`config.mk`:
```
export PLATFORM = sky130hd
export DESIGN_NAME = output_readout_controller
export DESIGN_NICKNAME = d
export VERILOG_FILES = /design/src/rtl/output_readout_controller.sv
export SDC_FILE = /design/constraint.sdc
export NUM_CORES = 1
export LEC_CHECK = 0
export BUFFER_PORTS_ARGS = -buffer_cell sky130_fd_sc_hd__buf_4
export CAP_MARGIN = 20
export CORE_ASPECT_RATIO = 1.2
export CORE_MARGIN = 2
export CORE_UTILIZATION = 31
export DETAILED_ROUTE_END_ITERATION = 16
export MAX_ROUTING_LAYER = met4
export PLACE_DENSITY_LB_ADDON = 0.25
export SLEW_MARGIN = 20
export SYNTH_ARGS = -nofsm -noshare
export SYNTH_HDL_FRONTEND = slang
export SYNTH_SLANG_ARGS = --single-unit
```
`constraint.sdc`:
```
create_clock -name clk -period 2.4 [get_ports clk]
set_input_delay 0.24 -clock clk [delete_from_list [all_inputs] [get_ports clk]]
set_output_delay 0.24 -clock clk [all_outputs]
set_load 0.05 [all_outputs]
```
`src/rtl/output_readout_controller.sv`:
```
// Streams the finished output frame from the 64-bit output RAM to the host
// as two 32-bit beats per word (low half first) over a valid/ready handshake.
module output_readout_controller #(
  parameter int FRAME_WORDS = 38400,
  parameter int ADDR_W      = 16
) (
  input  logic              clk,
  input  logic              reset,
  input  logic              output_ready,
  input  logic              rd_start,
  output logic [ADDR_W-1:0] ram_address,
  input  logic [63:0]       ram_data,
  output logic [31:0]       stream_data,
  output logic              stream_valid,
  input  logic              stream_ready,
  output logic              stream_last,
  output logic              busy,
  output logic              frame_done
);

  typedef enum logic [2:0] {
    IDLE    = 3'd0,
    READ    = 3'd1,
    LATCH   = 3'd2,
    SEND_LO = 3'd3,
    SEND_HI = 3'd4,
    DONE    = 3'd5
  } state_t;

  localparam logic [ADDR_W-1:0] LAST_ADDR = ADDR_W'(FRAME_WORDS - 1);
  localparam logic [ADDR_W-1:0] ADDR_ONE  = ADDR_W'(1);

  state_t      state_r;
  logic [31:0] hold_hi_r;
  logic        beat_accept_s;
  logic        at_last_s;

  // The word address doubles as the word counter, so the last word is known
  // without a separate count.
  assign beat_accept_s = stream_valid && stream_ready;
  assign at_last_s     = (ram_address == LAST_ADDR);

  // Readout sequencer: owns the RAM address and every host-facing output.
  always_ff @(posedge clk) begin
    if (reset) begin
      state_r      <= IDLE;
      hold_hi_r    <= 32'd0;
      ram_address  <= {ADDR_W{1'b0}};
      stream_data  <= 32'd0;
      stream_valid <= 1'b0;
      stream_last  <= 1'b0;
      busy         <= 1'b0;
      frame_done   <= 1'b0;
    end else begin
      frame_done <= 1'b0;
      case (state_r)
        IDLE: begin
          if (rd_start && output_ready) begin
            ram_address <= {ADDR_W{1'b0}};
            busy        <= 1'b1;
            state_r     <= READ;
          end
        end
        READ: begin
          state_r <= LATCH;
        end
        LATCH: begin
          // Only the high half needs holding; the low half goes out now.
          hold_hi_r    <= ram_data[63:32];
          stream_data  <= ram_data[31:0];
          stream_valid <= 1'b1;
          stream_last  <= 1'b0;
          state_r      <= SEND_LO;
        end
        SEND_LO: begin
          if (beat_accept_s) begin
            stream_data <= hold_hi_r;
            stream_last <= at_last_s;
            state_r     <= SEND_HI;
          end
        end
        SEND_HI: begin
          if (beat_accept_s) begin
            stream_valid <= 1'b0;
            stream_last  <= 1'b0;
            if (at_last_s) begin
              frame_done <= 1'b1;
              state_r    <= DONE;
            end else begin
              ram_address <= ram_address + ADDR_ONE;
              state_r     <= READ;
            end
          end
        end
        DONE: begin
          busy        <= 1'b0;
          ram_address <= {ADDR_W{1'b0}};
          state_r     <= IDLE;
        end
        default: begin
          state_r      <= IDLE;
          ram_address  <= {ADDR_W{1'b0}};
          stream_valid <= 1'b0;
          stream_last  <= 1'b0;
          busy         <= 1'b0;
        end
      endcase
    end
  end

endmodule

```
==> results.md <==
- Gr ovfl total: 0
- Vias: 3534
- Final hold vios: 0
- Worst EP arrival: 2.34 ns
- Largest net degree at the start of global routing: 66
- Post-Synthesis Net Count: 510
- Post-synth EDFFs: 0
- Hold buffers post-CTS: 0
- Critical path's slowest cell: or3b_1
- Comb power frac: 20.1%
- Largest area contributor in the netlist: dfxtp_1
- Status: completed
- Pleak: 2.21 nW
- GRT Total Usage: 16.6%
- Sequential fraction of design power: 41.3%
- Setup bufs post-CTS: 0
- Post-layout util: 43.9%
- Area fraction of the dominant cell type after synthesis: 46.9%
- CTS Root Cell: clkbuf_16
- Die Wd: 104 um
- WL final: 10200 um
- Pwr Density: 765 nW/um^2
- Row count: 43
- Clk_lat worst skew: 0.34 ns
- Synthesis warning total: 0
- Detailed Route Iter0 Violations: 111
- Via density: 4.97
- Synth Flop Type: dfxtp_1
- Vias in the first global route: 3328
- I/O pins: 121
- Hold slack final: 0.149 ns
- Cell Chain, Critical Path: or3b_1 > or3_4 > nand2b_4 > or3_1 > o21ai_1
- Reg2Reg Setup Slack: 0.33 ns
- WS Path Type: flip-flop to flip-flop
- Crit path time final: 2.07 ns
- Number of synthesized register bits: 87
- CTS max path bufs: 2
- Initial antenna violation count: 0
- Final period utilization: 86.3%
- TritonCTS clock tree: done
- Dpl ws: 0.363 ns
- Number of max-cap violations: 0
- Net switching fraction of the power: 29.3%
- Port-buffer cells: 120
- CTS Sinks: 87
- Switching power: 1.14 mW
- Actual slew at the worst max-slew pin: 0.693 ns
- Startpoint types: flip-flop
- H-tree depth: 3
- Post-CTS Resized: 0
- Remaining DRCs: 0
- F_max: 483 MHz
- Layout cell share with drive strength beyond 1: 26.7%
- Avg Cell Area, Syn: 8.44 sq um
- Nets: 619
- DP Wirelength: 7100 um
- Placer Congestion: 0.849
- Cell variety after synth: 41
- Final Power: 3.90 mW
- Post-synthesis sequential area ratio: 46.9%
- P&R area growth vs syn: 37.4%
- Clock group share of total power: 38.6%
- Final Skew: 0.00526 ns
- Mapped Area: 3710 sq um
- Setup WS post-layout: 0.330 ns
- Core ar.: 11600 sq um
- Fillers: 1168
- Worst VDD drop: 0.314 mV
- Slowest stage delay, CP: 0.59 ns
- Cell Int Power: 2.76 mW
- ANT nets after route: 0
- Final setup vio count: 0
- Die Y: 124 um
- RSZ-0062 raised after global routing: false
- Final Max Tran Viols: 0
- Reg clk slew, reported paths: 0.06 ns
- Initial core utilization: 31.9%
- Total negative setup slack: 0 ns
- Slew HR: 53.8%
- Worst hold path class: input port to flip-flop
- Largest cells by area after synthesis: dfxtp_1, mux2i_1, nand2_1, a211oi_1, a21oi_1
- Required time of the critical path: 2.67 ns
- Post-synth ARST share: 0%
- Drt wl/cell: 14.3 um
- Post-synthesis cell count: 440
- CP Capture Type: flip-flop
- CTS buffer count: 9
- First-pass GRT wire length: 16600 um
- Drt first pass iters: 7
- Peak fanout along the critical path: 10
- Area of the die: 12900 sq um
- Antenna cells: 0
[path summary, 6_finish.rpt]
check / start / endpoint / depth (start not counted)
worst max-delay path: state_r[0]$_SDFFE_PP0P_ / ram_address[15]$_SDFFE_PP0P_ / 5
worst max register to register: state_r[0]$_SDFFE_PP0P_ / ram_address[15]$_SDFFE_PP0P_ / 5
worst min-delay path: ram_data[58] / hold_hi_r[26]$_SDFFE_PP0P_ / 3
worst min register to register: hold_hi_r[31]$_SDFFE_PP0P_ / hold_hi_r[31]$_SDFFE_PP0P_ / 2
[power groups by stage]
| stage | logic (mW) | clock network (mW) | registers [mW] |
|---|---|---|---|
| 4_1_cts | 0.791 | 1.55 | 1.62 |
| 3_3_place_gp | 0.787 | 0 | 1.64 |
| 3_5_place_dp | 0.790 | 0 | 1.65 |
| 2_1_floorplan | 0.294 | 0 | 1.86 |
| 5_1_grt | 0.846 | 1.62 | 1.63 |
| 6_report | 0.783 | 1.51 | 1.61 |
[cells in the final DEF (no fill, tap or decap), types with 5 or more instances in the layout]
cell / synthesis / final
a211oi_1: 34 / 34
a21oi_1: 46 / 46
a311oi_1: 5 / 5
and3_1: 5 / 5
buf_4: 0 / 126
clkbuf_16: 0 / 9
dfxtp_1: 87 / 87
inv_1: 6 / 6
mux2i_1: 33 / 33
nand2_1: 78 / 78
nand3_1: 8 / 7
nor2_1: 52 / 52
o21ai_0: 10 / 10
[worst max-delay path, delay by kind of cell (launching register included)]
family           cells  cell delay [ns]
AND/OR/NAND/NOR      4             1.53
AO/OA/AOI/OAI        1             0.08
flip-flops           1             0.40
[metal layers]
metal  up-vias  track usage [%]  share of wire [%]
li1       1792                -                  -
met4         0             8.11                3.0
met5         -                -                  0
met2       109             25.8                 46
met3        22             4.34                5.5
met1      1611             20.0                 45
[synthesized netlist by cell type, types with 2 or more instances]
cell type	n
nand3_1	8
buf_2	4
and3_1	5
o21ai_1	2
nand4_1	3
o31ai_1	4
nand2_1	78
nor3_1	4
mux2i_1	33
or3_1	4
clkbuf_1	23
and4_1	2
inv_1	6
o311ai_0	2
nor4_1	3
a211oi_1	34
or4_1	3
o22ai_1	2
a21oi_1	46
dfxtp_1	87
o21ai_0	10
nor2_1	52
buf_6	2
a31oi_1	2
a311oi_1	5
[kinds of logic after synthesis]
family	count (synthesis)	share of synthesized area, %
adder cells (fa/ha/maj)	1	0.337
flip-flops	87	46.9
multiplexers	33	8.90
AND/OR/NAND/NOR	169	20.4
AO/OA/AOI/OAI	113	19.2
buffers and inverters	37	4.28
[registers in the layout (all words and copies together) (netlist names)]
register	flops
busy	1
stream_data	32
hold_hi_r	32
stream_last	1
ram_address	16
frame_done	1
stream_valid	1
state_r	3
[layout make-up]
| type | instances | area, sq um | share of cell area [%] |
|---|---|---|---|
| Clock inverter | 6 | 92.6 | 1.82 |
| Clock buffer | 10 | 229 | 4.49 |
| Inverter | 7 | 26.3 | 0.515 |
| Sequential cell | 87 | 1740 | 34.2 |
| Tap cell | 157 | 196 | 3.85 |
| Multi-Input combinational cell | 316 | 1830 | 35.8 |
| Timing Repair Buffer | 128 | 986 | 19.3 |
[stage by stage]
| stage | instance area, sq um | std cells |
|---|---|---|
| 2_1_floorplan | 3710 | 440 |
| 3_3_place_gp | 4780 | 695 |
| 3_5_place_dp | 4780 | 695 |
| 4_1_cts | 5100 | 711 |
| 5_1_grt | 5100 | 711 |
| 6_report | 5100 | 711 |
(Power assumes the default switching activity.)
